[src/rtl/btn_debounce.sv]
// Four-button synchronizer/debouncer with a shared single-pulse arbiter.
// Each button emits at most one pulse per qualified press; only one output is ever high.
module btn_debounce #(
    parameter int unsigned DEBOUNCE_MS  = 20,
    parameter int unsigned PULSE_CYCLES = 1
) (
    input  logic clk_1kHz,
    input  logic rst,
    input  logic sw6,
    input  logic btn_7,
    input  logic btn_6,
    input  logic btn_5,
    input  logic btn_4,
    output logic btn_7_out,
    output logic btn_6_out,
    output logic btn_5_out,
    output logic btn_4_out,
    output logic busy
);

    typedef enum logic [1:0] {
        IDLE,
        PRESS_WAIT,
        PRESSED,
        RELEASE_WAIT
    } state_t;

    localparam logic [7:0] CNT_LAST   = 8'(DEBOUNCE_MS - 1);
    localparam logic [3:0] PULSE_LOAD = 4'(PULSE_CYCLES);

    logic [3:0] raw;
    logic [3:0] s1;
    logic [3:0] s2;
    logic [3:0] qual;
    logic [3:0] winner;
    logic [3:0] pulse;
    logic [3:0] pcnt;

    state_t     state      [4];
    state_t     state_next [4];
    logic [7:0] cnt        [4];
    logic [7:0] cnt_next   [4];

    // Bit 3 is BTN7 (highest priority) down to bit 0 for BTN4.
    assign raw = {btn_7, btn_6, btn_5, btn_4};

    always_ff @(posedge clk_1kHz) begin
        if (rst) begin
            s1 <= '0;
            s2 <= '0;
        end else begin
            s1 <= raw;
            s2 <= s1;
        end
    end

    // Reset parks every button in RELEASE_WAIT so a button held through reset
    // must be seen released before it can qualify again.
    always_ff @(posedge clk_1kHz) begin
        for (int unsigned i = 0; i < 4; i++) begin
            if (rst) begin
                state[i] <= RELEASE_WAIT;
                cnt[i]   <= '0;
            end else begin
                state[i] <= state_next[i];
                cnt[i]   <= cnt_next[i];
            end
        end
    end

    always_comb begin
        for (int unsigned i = 0; i < 4; i++) begin
            state_next[i] = state[i];
            cnt_next[i]   = cnt[i];
            unique case (state[i])
                IDLE: begin
                    if (s2[i]) begin
                        state_next[i] = PRESS_WAIT;
                        cnt_next[i]   = 8'd1;
                    end
                end
                PRESS_WAIT: begin
                    if (!s2[i]) begin
                        state_next[i] = IDLE;
                        cnt_next[i]   = '0;
                    end else if (cnt[i] == CNT_LAST) begin
                        state_next[i] = PRESSED;
                    end else begin
                        cnt_next[i] = cnt[i] + 8'd1;
                    end
                end
                PRESSED: begin
                    state_next[i] = RELEASE_WAIT;
                    cnt_next[i]   = '0;
                end
                RELEASE_WAIT: begin
                    if (s2[i]) begin
                        cnt_next[i] = '0;
                    end else if (cnt[i] == CNT_LAST) begin
                        state_next[i] = IDLE;
                        cnt_next[i]   = '0;
                    end else begin
                        cnt_next[i] = cnt[i] + 8'd1;
                    end
                end
            endcase
        end
    end

    always_comb begin
        for (int unsigned i = 0; i < 4; i++) begin
            qual[i] = (state[i] == PRESS_WAIT) && s2[i] && (cnt[i] == CNT_LAST);
        end
    end

    always_comb begin
        winner = '0;
        if (qual[3]) begin
            winner = 4'b1000;
        end else if (qual[2]) begin
            winner = 4'b0100;
        end else if (qual[1]) begin
            winner = 4'b0010;
        end else if (qual[0]) begin
            winner = 4'b0001;
        end
    end

    // busy is judged on pcnt before its decrement, so a press landing on the
    // final pulse cycle is consumed without a pulse.
    always_ff @(posedge clk_1kHz) begin
        if (rst) begin
            pcnt  <= '0;
            pulse <= '0;
        end else if (pcnt != '0) begin
            pcnt <= pcnt - 4'd1;
            if (pcnt == 4'd1) begin
                pulse <= '0;
            end
        end else if (sw6 && (qual != '0)) begin
            pulse <= winner;
            pcnt  <= PULSE_LOAD;
        end
    end

    assign btn_7_out = pulse[3];
    assign btn_6_out = pulse[2];
    assign btn_5_out = pulse[1];
    assign btn_4_out = pulse[0];
    assign busy      = (pcnt != '0);

endmodule

[config.mk]
export PLATFORM = sky130hd
export DESIGN_NAME = btn_debounce
export DESIGN_NICKNAME = d
export VERILOG_FILES = /design/src/rtl/btn_debounce.sv
export SDC_FILE = /design/constraint.sdc
export NUM_CORES = 1
export LEC_CHECK = 0
export CAP_MARGIN = 20
export CORE_MARGIN = 3
export CORE_UTILIZATION = 65
export DETAILED_ROUTE_END_ITERATION = 6
export PLACE_DENSITY = 0.95
export SKIP_LAST_GASP = 1
export SLEW_MARGIN = 10
export SYNTH_ARGS = -nofsm -noshare
export SYNTH_HDL_FRONTEND = slang
export SYNTH_SLANG_ARGS = --single-unit
[constraint.sdc]
create_clock -name clk_1kHz -period 3.3 [get_ports clk_1kHz]
set_clock_uncertainty 0.2 [all_clocks]
set_input_delay 0.99 -clock clk_1kHz [delete_from_list [all_inputs] [get_ports clk_1kHz]]
set_output_delay 0.99 -clock clk_1kHz [all_outputs]
set_load 0.01 [all_outputs]
# Yosys cells after proc, flatten, opt, wreduce, memory -nomap -nowiden
# Memories as Yosys holds them, arrays and structs flattened.
# Index checks and enable logic that the tools add are counted.
# op_classes
addsub	5
n_eq_ne	18
n_mux	68
bitwise_logic	8
n_reduce_logical	17
# ops
operator	n
$mux 8	24
$pmux 8 s4	4
$mux 2	25
$add 8x1->8 const B	4
$eq 8x5->1 const B	4
$pmux 2 s4	4
$mux 4	6
$eq 2x2->1 const B	8
$logic_and 1x1->1	9
$eq 2x1->1 const B	4
$logic_not 2->1	4
$or 1x1->1	8
$reduce_bool 4->1	2
$eq 4x1->1 const B	1
$mux 1	4
$sub 4x1->4 const B	1
$mux 3	1
$ne 2x1->1 const B	1
$reduce_and 2->1	1
$reduce_bool 2->1	1
# totals
reg_bits	16
mem_bits_rw	40
inputBits	7
output_inout_bits	5
wordCells	122
mem_count	2
# memory_table
memory	words	width	rd	rd_ports_with_merged_regs	wr	line	rtl
cnt	4	8	4	0	4	41	logic [7:0] cnt [4];
state	4	2	4	0	4	39	state_t state [4];

# Logic depth before layout (Yosys ltp)
# An unclocked memory read counts as a cell.
# logic_depth
depth_word	10
mapped_depth	7
mapped_depth_nobuf	7

# Least setup slack after synthesis
# No wires, ideal clock.
# synth_timing
path_kind	reg2out
startpoint	register pcnt[0]
endpoint	output busy
t_arrival_ns	1.069
required_ns	2.110
path_slack_ns	1.041
stages_incl_launch_ff	5
path_buffers	0
path_cell_list	dfxtp_1 > inv_1 > ha_1 > nor3b_1 > inv_1
# synth_via
elab_chain_cells	1
# synth_rtl
item	line	rtl
start: declaration	37	logic [3:0] pcnt;
start signal: assignment	136	pcnt <= pcnt - 4'd1;
$reduce_bool 4->1	150	assign busy = (pcnt != '0);
end: declaration	18	output logic busy
# No other way between the ends.

# Final worst setup path
# Same ends and word-level chain as after synthesis.

==> out/qor.csv <==
stage;metric;value;unit
status;status;complete, no violations;
synth;ys_types;62;
timing;max_freq;322;MHz
critical_path;r2r_start;cnt[2][0];
critical_path;worstPathArrival;1910;ps
critical_path;cp_cell_sequence;inv_1, ha_1, nor3b_2, inv_1, clkdlybuf4s50_1;
layout;drive_above_1_share;0.0977;
grt;grt_util_all_layers;0.234;
floorplanning;num_io_pins;12;
synth;synth_nets;355;
routing;first_pass_iters;4;
clocking;cts.root.buffer_cell;clkbuf_8;
placed_design;hpwlAfterDp;4.11;mm
timing;finalMaxSlewViolations;0;
hold_path;whs_endpoint;s2[3];
timing;hold_violations;0;
placed_design;portBuffers;11;
layout;final_area;3170;µm²
clocking;clockBufferDepth;2;
floorplanning;start_util;0.702;
synth;netlist_area;2930;µm²
timing;worst_pin_slew;576;ps
synth;synth-async-reset-ratio;0;
routing;dr_total_vias;2451;
routing;routed_wl;5.74;mm
floorplanning;die_w;73.1;µm
critical_path;cp-end-kind;primary output;
critical_path;cp.required;2110;ps
critical_path;start_kind;flop;
clocking;post_cts_buffers;0;
synth;avgSynthCellArea;8.61;µm²
floorplanning;core_area;4170;µm²
grt;overflow;0;
clocking;cts_tree;built;
synth;ys.warnings.count;0;
pwr;power_frac_comb;0.180;
pwr;p_leak;1.22;nW
synth;ys_ff_latch;56;
pwr;power_per_cell_area;436;nW/µm²
clocking;cts_made_buffers;5;
pwr;ir_worst_vdd;0.000339;V
pwr;pwr-share-clk;0.274;
critical_path;critPathKind;reg -> out;
pwr;p_sw;0.401;mW
routing;first_iter_violations;159;
clocking;cts.sinks;56;
timing;final-setup-viol-count;0;
grt;grt_max_degree;44;
hold_path;holdPathStages;1;
routing;avgViaCountPerCell;6.16;
timing;finalCritPeriodShare;0.940;
placed_design;routabilityCongestion;0.834;
grt;grt_pass1_wl;10.1;mm
grt;antenna_found_initial;0;
critical_path;critPathMaxFanout;5;
pwr;switching_share;0.290;
synth;netlist_instances;340;
critical_path;reg2reg_depth;6;
critical_path;ff2ff_setup_slack;960;ps
synth;synthFlopType;dfxtp_1;
floorplanning;die_height;73.1;µm
layout;num_antenna_cells;0;
critical_path;cpMostUsedCell;inv_1;
clocking;h-tree-depth;2;
timing;fin_tns_setup;0;ps
clocking;cts_hold_buf;0;
clocking;ctsResizeCount;1;
hold_path;min-delay-start;s1[3];
synth;synth_enable_flop_cells;0;
timing;rsz0062_at_grt;false;
placed_design;placed_area;3080;µm²
critical_path;r2r-end;cnt[2][7];
floorplanning;rows;23;
timing;period_needed;3100;ps
routing;wl_per_cell;14.4;µm
pwr;seq_power_share;0.546;
clocking;clk_latency;320;ps
clocking;clkTransAtPathRegs;100;ps
synth;ys_seq_area_frac;0.383;
pwr;p_int;0.981;mW
hold_path;hold_path_class;reg -> reg;
timing;slew_headroom;0.612;
grt;first_global_vias;2355;
floorplanning;dieArea;5350;µm²
layout;fin_nets;362;
critical_path;slowest_stage;clkdlybuf4s50_1;
layout;area_growth;8.29;%
job;maxCapViolCount;0;
routing;drc;0;
critical_path;cpPeakStageDelay;500;ps
routing;postRouteAntennaNets;0;
-- cells in the final DEF (no fill, tap or decap), types with 4 or more instances in the layout --
| cell | Yosys | layout |
|---|---|---|
| nand3_1 | 15 | 15 |
| and3_1 | 7 | 7 |
| xor2_1 | 12 | 12 |
| inv_1 | 13 | 13 |
| nand2_1 | 25 | 25 |
| o21bai_1 | 5 | 5 |
| or2_2 | 9 | 9 |
| clkbuf_8 | 0 | 5 |
| a22oi_1 | 4 | 4 |
| o31ai_1 | 4 | 4 |
| o21ai_0 | 8 | 8 |
| nor3_1 | 9 | 9 |
| ha_1 | 8 | 8 |
| dfxtp_1 | 56 | 56 |
| nor2_1 | 44 | 44 |
| xnor2_1 | 10 | 10 |
| clkdlybuf4s50_1 | 0 | 11 |
| a21oi_1 | 16 | 16 |
| or3_1 | 4 | 4 |
| nor2b_1 | 12 | 12 |
-- cell type report --
type | count | area (µm²)
tap | 50 | 62.6
fill | 300 | 1000
inverter | 13 | 48.8
clock inverter | 3 | 21.3
sequential | 56 | 1120
timing repair buffer | 12 | 130
clock buffer | 5 | 68.8
multi-input combinational | 259 | 1720
-- worst max-delay path by stage --
| stage | startpoint | end | slack, ps |
|---|---|---|---|
| final | pcnt[0] | busy | 200 |
| after floorplan | pcnt[0] | busy | 1040 |
| after CTS | pcnt[0] | busy | 180 |
| after global routing | pcnt[0] | busy | 110 |
| after global placement | pcnt[0] | busy | 510 |
| after detailed placement | pcnt[0] | busy | 330 |
-- cell usage after synthesis, types with 2 or more instances --
| cell type | n | area, µm² |
|---|---|---|
| a31oi_1 | 2 | 12.5 |
| or3b_2 | 2 | 17.5 |
| xnor2_1 | 10 | 87.6 |
| mux2i_1 | 2 | 20.0 |
| nor4_1 | 2 | 12.5 |
| and4bb_2 | 2 | 25.0 |
| a22oi_1 | 4 | 30.0 |
| nor3b_1 | 3 | 22.5 |
| nor3_1 | 9 | 45.0 |
| nand4bb_1 | 2 | 22.5 |
| inv_1 | 13 | 48.8 |
| nand3b_1 | 2 | 15.0 |
| clkbuf_1 | 12 | 45.0 |
| a211oi_1 | 2 | 15.0 |
| nor2_1 | 44 | 165 |
| o21bai_1 | 5 | 37.5 |
| o31ai_1 | 4 | 30.0 |
| a2bb2oi_1 | 2 | 17.5 |
| nand4b_1 | 2 | 17.5 |
| o21a_1 | 2 | 15.0 |
| a211o_1 | 2 | 17.5 |
| a21oi_1 | 16 | 80.1 |
| a21boi_0 | 2 | 15.0 |
| and3_1 | 7 | 43.8 |
| ha_1 | 8 | 100 |
| nand2_1 | 25 | 93.8 |
| nand2b_1 | 2 | 12.5 |
| or3_1 | 4 | 25.0 |
| nor2b_1 | 12 | 75.1 |
| dfxtp_1 | 56 | 1120 |
| and2_1 | 3 | 18.8 |
| o32ai_1 | 3 | 26.3 |
| or2_2 | 9 | 56.3 |
| o21ai_0 | 8 | 40.0 |
| o2111ai_1 | 3 | 26.3 |
| nand3_1 | 15 | 75.1 |
| nand4_1 | 3 | 18.8 |
| xor2_1 | 12 | 105 |
-- sequential cells by signal, summed over array words and instances (netlist names), named ones only --
register	cells
cnt	32
pcnt	4
pulse	4
s1	4
s2	4
state	4
-- kinds of logic after synthesis --
kind of cell / synth area share
and+or+nand+nor: 0.298
AOI/OAI and AO/OA: 0.177
DFF: 0.383
buffers and inverters: 0.0320
xor gates and xnor gates: 0.0658
adders and majority gates: 0.0376
muxes: 0.00683
-- per-layer routing --
layer,GRT usage,wire length [µm],vias to the layer above
li1,-,-,1221
met1,0.273,2520,1171
met5,0,0,-
met3,0.0468,186,10
met2,0.416,2950,49
met4,0.0902,91,0
-- power groups by stage --
stage,sequential (mW),clock (mW),combinational [mW]
after floorplan,0.753,0,0.180
after global placement,0.762,0,0.228
after detailed placement,0.767,0,0.242
after CTS,0.752,0.391,0.246
after global routing,0.759,0.413,0.278
final,0.755,0.378,0.249
-- critical path, delay by kind of cell (launching register included) --
family,cells,cell delay [ps]
adder cells (fa/ha/maj),1,200
buffers and inverters,3,710
flip-flops,1,360
AND/OR/NAND/NOR,1,330
-- per-stage QoR --
stage / std cells / setup slack [ps] / hold slack (ps) / util / power, mW
CTS: 398 / 178 / 251 / 0.760 / 1.39
global route: 398 / 109 / 262 / 0.760 / 1.45
finish: 398 / 197 / 245 / 0.760 / 1.38
global placement: 390 / 510 / 222 / 0.737 / 0.990
floorplan: 340 / 1040 / 214 / - / 0.933
detailed placement: 390 / 330 / 228 / 0.737 / 1.01
Note: power is estimated with default switching activity, not from simulation.
